==> config.mk <==
export PLATFORM = sky130hd
export DESIGN_NAME = mem_port_arbiter
export DESIGN_NICKNAME = d
export VERILOG_FILES = /design/src/rtl/mem_pkg.sv /design/src/rtl/mem_arb_pick.sv /design/src/rtl/mem_port_arbiter.sv
export SDC_FILE = /design/constraint.sdc
export NUM_CORES = 1
export LEC_CHECK = 0
export ABC_AREA = 1
export CELL_PAD_IN_SITES_DETAIL_PLACEMENT = 0
export CELL_PAD_IN_SITES_GLOBAL_PLACEMENT = 1
export CORE_MARGIN = 3
export CORE_UTILIZATION = 27
export CTS_BUF_LIST = sky130_fd_sc_hd__clkbuf_2
export DETAILED_ROUTE_END_ITERATION = 12
export GPL_TIMING_DRIVEN = 0
export PLACE_DENSITY_LB_ADDON = 0.1
export SLEW_MARGIN = 20
export SYNTH_ARGS = -nofsm -noshare
export SYNTH_HDL_FRONTEND = slang
export SYNTH_SLANG_ARGS = --single-unit
==> constraint.sdc <==
create_clock -name clk -period 2.65 [get_ports clk]
set_input_delay 0.3975 -clock clk [delete_from_list [all_inputs] [get_ports clk]]
set_output_delay 0.3975 -clock clk [all_outputs]
set_load 0.02 [all_outputs]
==> src/rtl/mem_pkg.sv <==
// Shared types and constants for the unified-memory port arbiter.
package mem_pkg;

  localparam int unsigned DEFAULT_ADDR_W = 16;
  localparam int unsigned DEFAULT_DATA_W = 32;

  localparam int unsigned MEM_LAT_MIN = 1;
  localparam int unsigned MEM_LAT_MAX = 4;

  // Wide enough to hold MEM_LAT_MAX.
  localparam int unsigned CNT_W = 3;

  typedef enum logic {
    IDLE,
    WAIT
  } state_e;

  typedef enum logic {
    OWN_IF,
    OWN_D
  } owner_e;

  function automatic bit mem_lat_ok(int unsigned lat);
    return (lat >= MEM_LAT_MIN) && (lat <= MEM_LAT_MAX);
  endfunction

endpackage

==> src/rtl/mem_arb_pick.sv <==
// Two-way requester pick; data wins ties unless MEM_ARB_RR_EN selects round-robin.
module mem_arb_pick
  import mem_pkg::*;
(
  input  logic   if_req,
  input  logic   d_req,
`ifdef MEM_ARB_RR_EN
  input  owner_e last_win,
`endif
  output logic   pick_if,
  output logic   pick_d
);

  always_comb begin
    pick_if = 1'b0;
    pick_d  = 1'b0;
    if (if_req && d_req) begin
`ifdef MEM_ARB_RR_EN
      // Favour whoever lost the previous contended grant.
      if (last_win == OWN_D) begin
        pick_if = 1'b1;
      end else begin
        pick_d = 1'b1;
      end
`else
      pick_d = 1'b1;
`endif
    end else begin
      pick_if = if_req;
      pick_d  = d_req;
    end
  end

endmodule

==> src/rtl/mem_port_arbiter.sv <==
// Shares one single-port synchronous memory between fetch and load/store requesters.
// Define MEM_ARB_RR_EN for round-robin arbitration on contention (default: data wins).
module mem_port_arbiter
  import mem_pkg::*;
#(
  parameter int unsigned ADDR_W  = DEFAULT_ADDR_W,
  parameter int unsigned DATA_W  = DEFAULT_DATA_W,
  parameter int unsigned MEM_LAT = 1
) (
  input  logic              clk,
  input  logic              rst_n,
  input  logic              if_req,
  input  logic [ADDR_W-1:0] if_addr,
  output logic              if_gnt,
  output logic              if_rvalid,
  output logic [DATA_W-1:0] if_rdata,
  input  logic              d_req,
  input  logic              d_we,
  input  logic [ADDR_W-1:0] d_addr,
  input  logic [DATA_W-1:0] d_wdata,
  output logic              d_gnt,
  output logic              d_rvalid,
  output logic [DATA_W-1:0] d_rdata,
  output logic              mem_en,
  output logic              mem_we,
  output logic [ADDR_W-1:0] mem_addr,
  output logic [DATA_W-1:0] mem_wdata,
  input  logic [DATA_W-1:0] mem_rdata
);

  localparam logic [CNT_W-1:0] LAT = CNT_W'(MEM_LAT);

  if (!mem_lat_ok(MEM_LAT)) begin : g_lat_check
    $error("mem_port_arbiter: MEM_LAT must be in 1..4");
  end

  state_e           state_q;
  logic [CNT_W-1:0] cnt_q;
  owner_e           owner_q;

  logic resp;
  logic port_free;
  logic pick_if;
  logic pick_d;
  logic read_gnt;

  // Response cycle doubles as a grant slot, giving one read per MEM_LAT cycles.
  assign resp      = (state_q == WAIT) && (cnt_q == LAT);
  assign port_free = (state_q == IDLE) || resp;

`ifdef MEM_ARB_RR_EN
  owner_e last_win_q;

  always_ff @(posedge clk or negedge rst_n) begin
    if (!rst_n) begin
      last_win_q <= OWN_D;
    end else if (port_free && if_req && d_req) begin
      last_win_q <= pick_d ? OWN_D : OWN_IF;
    end
  end
`endif

  mem_arb_pick u_pick (
    .if_req   (if_req),
    .d_req    (d_req),
`ifdef MEM_ARB_RR_EN
    .last_win (last_win_q),
`endif
    .pick_if  (pick_if),
    .pick_d   (pick_d)
  );

  assign if_gnt   = port_free & pick_if;
  assign d_gnt    = port_free & pick_d;
  assign mem_en   = if_gnt | d_gnt;
  assign mem_we   = d_gnt & d_we;
  assign read_gnt = if_gnt | (d_gnt & ~d_we);

  always_comb begin
    mem_addr  = '0;
    mem_wdata = '0;
    if (d_gnt) begin
      mem_addr  = d_addr;
      mem_wdata = d_wdata;
    end else if (if_gnt) begin
      mem_addr = if_addr;
    end
  end

  always_ff @(posedge clk or negedge rst_n) begin
    if (!rst_n) begin
      state_q   <= IDLE;
      cnt_q     <= '0;
      owner_q   <= OWN_IF;
      if_rvalid <= 1'b0;
      d_rvalid  <= 1'b0;
      if_rdata  <= '0;
      d_rdata   <= '0;
    end else begin
      if_rvalid <= 1'b0;
      d_rvalid  <= 1'b0;
      if (resp) begin
        if (owner_q == OWN_IF) begin
          if_rvalid <= 1'b1;
          if_rdata  <= mem_rdata;
        end else begin
          d_rvalid <= 1'b1;
          d_rdata  <= mem_rdata;
        end
      end
      if (read_gnt) begin
        state_q <= WAIT;
        cnt_q   <= CNT_W'(1);
        owner_q <= if_gnt ? OWN_IF : OWN_D;
      end else if (port_free) begin
        // Write granted, or nothing requested: the port goes idle.
        state_q <= IDLE;
        cnt_q   <= '0;
      end else begin
        cnt_q <= cnt_q + CNT_W'(1);
      end
    end
  end

endmodule

==> metrics.md, run 1 <==
| Metric | Value |
|---|---|
| Post-synth cell types | 16 |
| Element type at the critical path end | output port |
| PwrDens | 1150 nW/um^2 |
| Via density | 4.55 |
| Max incr delay on CP | 0.42 ns |
| Met2 GRT Util | 31.4% |
| I/O pins | 219 |
| Starting Density | 28.3% |
| Share of layout cells above drive strength 1 | 10.2% |
| Leak pwr | 0.00312 uW |
| CTS Buf Count | 9 |
| Synth area leader | dfrtp_1 |
| XOR/XNOR Fraction of Synth Area | 0.253% |
| Crit path max-delay family | buffers and inverters |
| Vias in the first global route | 3864 |
| Final hold slack | 0.276 ns |
| Worst setup margin | 0.178 ns |
| TritonCTS clock tree | done |
| DRC errors left | 0 |
| Crit Reg-Reg Startpoint | cnt_q[1]$_DFF_PN0_ |
| R2r setup slk | 1.19 ns |
| Routed WL | 13200 um |
| GRT overflow | 0 |
| Slew margin rel. | 67.1% |
| Die area | 14200 um^2 |
| Synthesized cell area | 3470 um^2 |
| Reg2Reg Depth | 8 |
| Slew Limit Fails | 0 |
| Maxcap violations | 0 |
| Worst-Margin Slew | 0.493 ns |
| GR peak layer | met2 |
| Simple-gate share of the synthesized area | 37.8% |
| Post-synthesis register bit count | 71 |
| Top post-synthesis cells by area | dfrtp_1 (51%), nand2_1 (16%), nand4_1 (12%), nand3_1 (5.2%), inv_1 (4.5%) |
| Met1 Use GR | 21.5% |
| Crit path cell chain | inv_1 -> ha_1 -> nand2_1 -> nand2_2 -> buf_6 -> buf_4 -> nand3_1 -> nand2_1 -> clkdlybuf4s15_1 |
| Port bufs | 217 |
| Area Growth Syn to Fin | 73.0% |
| Number of routed nets with antenna violations | 0 |
| Final Setup Violations | 0 |
| Via count | 3857 |
| Sequential share of the synthesized area | 51.3% |
| Place WS | 0.0519 ns |
| Clock Skews | 0.0428 ns |
| GPL Wtd Cong | 0.789 |
| Initial antenna violation count | 1 |
| H-tree levels | 3 |
| Largest net degree at the start of global routing | 48 |
| Worst vdd ir | 0.322 mV |
| Rows | 40 |
| Most frequent CP cell | nand2_1 |
| HPWL after DPL | 10200 um |
| Top cell type's share of synthesized area | 51.3% |
| Achievable Freq | 404 MHz |
| RSZ-0062 raised after global routing | true |
| Required @ worst endpoint | 2.25 ns |
| Crit Path Class | flop to output port |
| Filler Cells Inserted | 1220 |
| GR Util met3 | 6.60% |
| Core Area | 12300 um^2 |
| HP Class | input port to async pin |
| Post-synthesis adder-cell area fraction | 0.722% |
| Mux cell area share after synthesis | 0% |
| Commonest non-fill, non-tap cells in the layout | clkdlybuf4s50_1 (164), nand2_1 (149), dfrtp_1 (71), nand4_1 (64), inv_1 (42) |
| Startpoint types | flop |
| Largest family of logic cells by synthesized area | simple AND/OR/NAND/NOR gates |
| Syn avg cell area | 7.82 um^2 |
| Fin crit share | 93.3% |
| Worst EP arrival | 2.07 ns |
| Mapped Cells | 443 |
| Final TNS setup | 0 ns |
| Routed len/inst | 15.6 um |
| FF-to-FF End | d_rdata[11]$_DFFE_PN0P_ |
| Chip Width | 119 um |
| Clk root buf | clkbuf_2 |
| Post-layout min period | 2.47 ns |
| Clock Tree Buf Depth | 2 |
| Die height | 119 um |
| Commonest non-fill, non-tap cell in the layout | clkdlybuf4s50_1 |
| Crit-path slowest cell | dfrtp_1 |
| Synthesized net count | 546 |
| First-pass GRT wire length | 20600 um |
| 1st-iter DRT viols | 324 |
| Total Nets Final | 777 |
| Post-synthesis compound-gate area fraction | 0% |
| Clock-pin slew on the worst setup and hold paths | 0.23 ns |
| Total track usage | 18.3% |
| Crit-path max FO | 10 |
| CTS Sinks | 71 |
| Pre-antenna DRT Iters | 4 |
| Clk_lat worst skew | 0.53 ns |
| Final Hold Fails | 0 |
| Yosys warns | 0 |
| Worst path bufs/invs | 4 |
| Status | finished clean |
-- worst max-delay path by stage --
stage	startpoint	end	cells after the start	slack, ns
final	cnt_q[1]$_DFF_PN0_	mem_addr[3]	9	0.18
after global routing	cnt_q[1]$_DFF_PN0_	mem_addr[14]	9	-0.01
after CTS	cnt_q[1]$_DFF_PN0_	mem_addr[8]	9	-0.001
after detailed placement	if_req	mem_addr[12]	7	0.05
after global placement	rst_n	if_rdata[22]$_DFFE_PN0P_	1	-1.30
after floorplan	cnt_q[1]$_DFF_PN0_	mem_addr[10]	8	0.99
-- power breakdown --
part,switching (uW),internal [uW]
clock,401,305
combinational,2500,1730
sequential,323,1610
-- flip-flops by register name, indices dropped and copies added, names as in the netlist --
name,flops
cnt_q,3
d_rdata,32
d_rvalid,1
if_rdata,32
if_rvalid,1
owner_q,1
state_q,1
-- layout make-up --
cell class / count / area (um^2) / area share (%)
antenna: 1 / 2.50 / 0.0417
buffer: 37 / 204 / 3.40
clock buffer: 9 / 45.0 / 0.751
clock inverter: 6 / 85.1 / 1.42
inverter: 42 / 158 / 2.63
multi-input combinational: 293 / 1350 / 22.6
sequential: 71 / 1780 / 29.6
tap: 168 / 210 / 3.51
timing repair buffer: 220 / 2160 / 36.0
-- kinds of logic (layout without fill, tap and decap cells) --
family	Yosys count	in the layout
xor gates and xnor gates	1	1
adders and majority gates	2	2
buffers and inverters	79	314
DFF	71	71
other	0	1
and+or+nand+nor	290	290
-- cell usage after synthesis, drive strengths merged --
cell,n
buf,33
nor2,37
xnor2,1
clkbuf,4
ha,2
nand3,37
nand4,64
nand2,151
nand3b,1
dfrtp,71
inv,42
-- per-layer routing --
metal / up-vias / part of all wire [%] / wire length [um]
li1: 1895 / - / -
met1: 1760 / 39 / 5130
met2: 189 / 50 / 6580
met3: 13 / 10 / 1370
met4: 0 / 1.2 / 155
met5: - / 0 / 0
-- worst register-to-register path, stage by stage (launching register included) --
cell	delay [ns]
dfrtp_1	0.42
inv_1	0.06
ha_1	0.15
inv_1	0.05
nor2_2	0.12
nand3_1	0.21
buf_2	0.27
nand2_1	0.08
nand2_1	0.05
-- per-stage QoR --
stage          cell area (um^2)  std cells  util, %  power [uW]
4_1_cts                    5990        845     48.8        6940
2_1_floorplan              3470        443        -        4190
3_3_place_gp               5850        828     47.7        6270
5_1_grt                    5990        847     48.9        7390
3_5_place_dp               5870        829     47.9        6300
6_report                   5990        847     48.9        6870
-- what timing repair did --
item | in CTS | in global routing
setup endpoints to repair | 49 | 45
hold buffers | 1 | 0
setup buffers | 0 | 1
hold endpoints to repair | 24 | 0
resized for setup | 77 | 20
Note: power is estimated with default switching activity, not from simulation.
==> run 2: changes to the inputs <==
--- a/config.mk
+++ b/config.mk
@@ -9,7 +9,7 @@
 export CELL_PAD_IN_SITES_DETAIL_PLACEMENT = 0
 export CELL_PAD_IN_SITES_GLOBAL_PLACEMENT = 1
 export CORE_MARGIN = 3
-export CORE_UTILIZATION = 27
+export CORE_UTILIZATION = 25
 export CTS_BUF_LIST = sky130_fd_sc_hd__clkbuf_2
 export DETAILED_ROUTE_END_ITERATION = 12
 export GPL_TIMING_DRIVEN = 0
==> constraint.sdc (replaced) <==
create_clock -name clk -period 2.5 [get_ports clk]
set_input_delay 0.375 -clock clk [delete_from_list [all_inputs] [get_ports clk]]
set_output_delay 0.375 -clock clk [all_outputs]
set_load 0.02 [all_outputs]
==> metrics.md, run 2 (synthesized netlist as in run 1, its figures left out) <==
| Metric | Value |
|---|---|
| Commonest non-fill, non-tap cell in the layout | clkdlybuf4s50_1 |
| I/O pins | 219 (unchanged) |
| Slew Limit Fails | 0 (unchanged) |
| Worst-Margin Slew | 0.532 ns (+0.0384 ns) |
| Rows | 42 (+5.0%) |
| Starting Density | 25.9% (-2.4 points) |
| Switch share | 47.6% (+0.66 points) |
| Vias in the first global route | 3831 (-0.85%) |
| Via count | 3823 (-0.88%) |
| Achievable Freq | 432 MHz |
| H-tree levels | 3 (unchanged) |
| Fin crit share | 92.7% |
| Final Hold Fails | 0 (unchanged) |
| Crit path cell chain | inv_1 -> ha_1 -> nand2_1 -> nand2_2 -> nand2_4 -> buf_4 -> nor2_1 -> clkdlybuf4s15_1 |
| Clk root buf | clkbuf_2 |
| Switching power total | 3420 uW (+6.2%) |
| Final hold slack | 0.273 ns (-0.00304 ns) |
| Die height | 124 um (+3.7%) |
| Post-layout min period | 2.32 ns |
| Non-Filler Instances | 859 (+1.4%) |
| Min-delay src | d_req |
| DRC errors left | 0 (unchanged) |
| Initial antenna violation count | 0 (-1) |
| TritonCTS clock tree | done |
| Crit Reg-Reg Startpoint | cnt_q[1]$_DFF_PN0_ |
| Slew margin rel. | 64.6% (-2.6 points) |
| Final instance area | 5850 um^2 (-2.4%) |
| Largest net degree at the start of global routing | 46 (-4.2%) |
| Share of layout cells above drive strength 1 | 15.5% (+5.4 points) |
| Final Setup Violations | 0 (unchanged) |
| Placed cell area | 5880 um^2 (+0.17%) |
| Element type at the critical path end | output port |
| Worst vdd ir | 0.320 mV (-0.87%) |
| PwrDens | 1230 nW/um^2 (+7.3%) |
| HP Class | input port to flop |
| GRT overflow | 0 (unchanged) |
| Commonest non-fill, non-tap cells in the layout | clkdlybuf4s50_1 (164), nand2_1 (148), dfrtp_1 (71), nand4_1 (64), inv_1 (42) |
| Via density | 4.45 (-2.3%) |
| Clock power share | 9.2% (-1.1 points) |
| Total internal power | 3780 uW (+3.5%) |
| Routed WL | 13100 um (-0.82%) |
| Crit-path slowest cell | dfrtp_1 |
| First-pass GRT wire length | 20300 um (-1.7%) |
| CTS Sinks | 71 (unchanged) |
| Area Growth Syn to Fin | 68.8% |
| Crit Path Class | flop to output port |
| Maxcap violations | 0 (unchanged) |
| Die area | 15300 um^2 (+7.6%) |
| Total track usage | 17.2% (-1.1 points) |
| Startpoint types | flop |
| Clock Tree Buf Depth | 2 (unchanged) |
| Setup crit start | cnt_q[1]$_DFF_PN0_ |
| Endpoint, Worst Hold | owner_q$_DFFE_PN0P_ |
| Status | finished clean |
| Dpl cells | 837 (+0.97%) |
| Core Area | 13400 um^2 (+9.3%) |
| Combinational power share | 62.4% (+0.8 points) |
| Clk_lat worst skew | 0.52 ns (about the same) |
| Clock Skews | 0.0371 ns (-0.00571 ns) |
| R2r setup slk | 0.97 ns (-0.22 ns) |
| Number of routed nets with antenna violations | 0 (unchanged) |
| Port bufs | 217 (unchanged) |
| Total Nets Final | 780 (+0.39%) |
| Largest registers | d_rdata (32), if_rdata (32), cnt_q (3) |
| GPL Wtd Cong | 0.802 (+1.6%) |
| Max incr delay on CP | 0.41 ns (about the same) |
| CTS Buf Count | 9 (unchanged) |
| 1st-iter DRT viols | 199 (-39%) |
| Routed len/inst | 15.3 um (-2.2%) |
| Pre-antenna DRT Iters | 4 (unchanged) |
| Crit-path max FO | 7 (-3) |
| Required @ worst endpoint | 2.12 ns (-0.13 ns) |
| Worst EP arrival | 1.94 ns (-0.13 ns) |
| Leak pwr | 0.00302 uW (-3.1%) |
| HPWL after DPL | 10200 um (-0.11%) |
| Flop pwr share | 28.4% (+0.2 points) |
| Layout Utilization | 43.7% (-5.2 points) |
| Clock-pin slew on the worst setup and hold paths | 0.21 ns (-0.02 ns) |
| Reg2Reg Depth | 8 (unchanged) |
| Chip Width | 124 um (+3.7%) |
| Hold path cells | 3 |
| FF-to-FF End | d_rdata[2]$_DFFE_PN0P_ |
-- run 2: changes by cell type in the layout (fill, tap and decap cells not counted), sizes merged --
cell and change:
bufinv -1, dlymetal6s2s -3, buf +20, clkinv +1
clkbuf +23, clkdlybuf4s15 -11, clkinvlp +1, dlygate4sd2 -26
-- run 2: cell type report --
cell class / count / area, um^2
diodes: 1 / 2.50
plain buffers: 37 / 220
clock buffers: 9 / 45.0
clock inverters: 7 / 71.3
fillers: 1440 / 7550
inverters: 42 / 158
multi-input cells: 293 / 1360
flip-flops and latches: 71 / 1780
well taps: 176 / 220
repair buffers: 223 / 2000
-- run 2: how the worst max path moves through the flow --
stage                                   end  slack [ns]  cells after the start
global placement    d_rdata[23]$_DFFE_PN0P_       -1.47                      1
finish                         mem_wdata[2]        0.18                      8
CTS                            mem_addr[14]       0.005                      9
global route                   mem_addr[12]      -0.002                      9
detailed placement             mem_addr[11]       -0.13                      7
floorplan                      mem_addr[10]        0.86                      8
-- run 2: stage by stage --
stage	total power [uW]	TNS, ns	setup slack, ns
after CTS	7310	0	0.00478
final	7200	0	0.183
after detailed placement	6670	-1.29	-0.129
after global placement	6640	-105.62	-1.47
after floorplan	4440	0	0.861
after global routing	7800	-0.00177	-0.00177
-- run 2: routing by layer --
layer  global-route usage [%]  share of wire [%]  vias up
met5                        0                  0        -
met4                     4.01               0.98        0
met3                     6.90                 10       10
met2                     28.9                 49      157
met1                     20.6                 40     1749
li1                         -                  -     1907
-- run 2: power by group through the flow --
stage                     Combinational (uW)  Sequential [uW]  Clock [uW]
after global placement                  4590             2060           0
after detailed placement                4600             2070           0
after floorplan                         1770             2660           0
after global routing                    4930             2120         749
final                                   4490             2040         663
after CTS                               4560             2050         698
-- run 2: worst max-delay path: cells and delay by family (launching register included) --
| family | cells | cell delay, ns |
|---|---|---|
| adders and majority gates | 1 | 0.15 |
| buffers and inverters | 3 | 0.52 |
| DFF | 1 | 0.41 |
| and+or+nand+nor | 4 | 0.38 |
-- run 2: timing repair --
| action | 4_1_cts | 5_1_grt |
|---|---|---|
| hold buffers | 1 | 0 |
| buffers inserted | 1 | 3 |
| setup endpoints to repair | 52 | 46 |
| hold endpoints to repair | 26 | 0 |
| pin swaps | 0 | 0 |
| resized for setup | 103 | 79 |
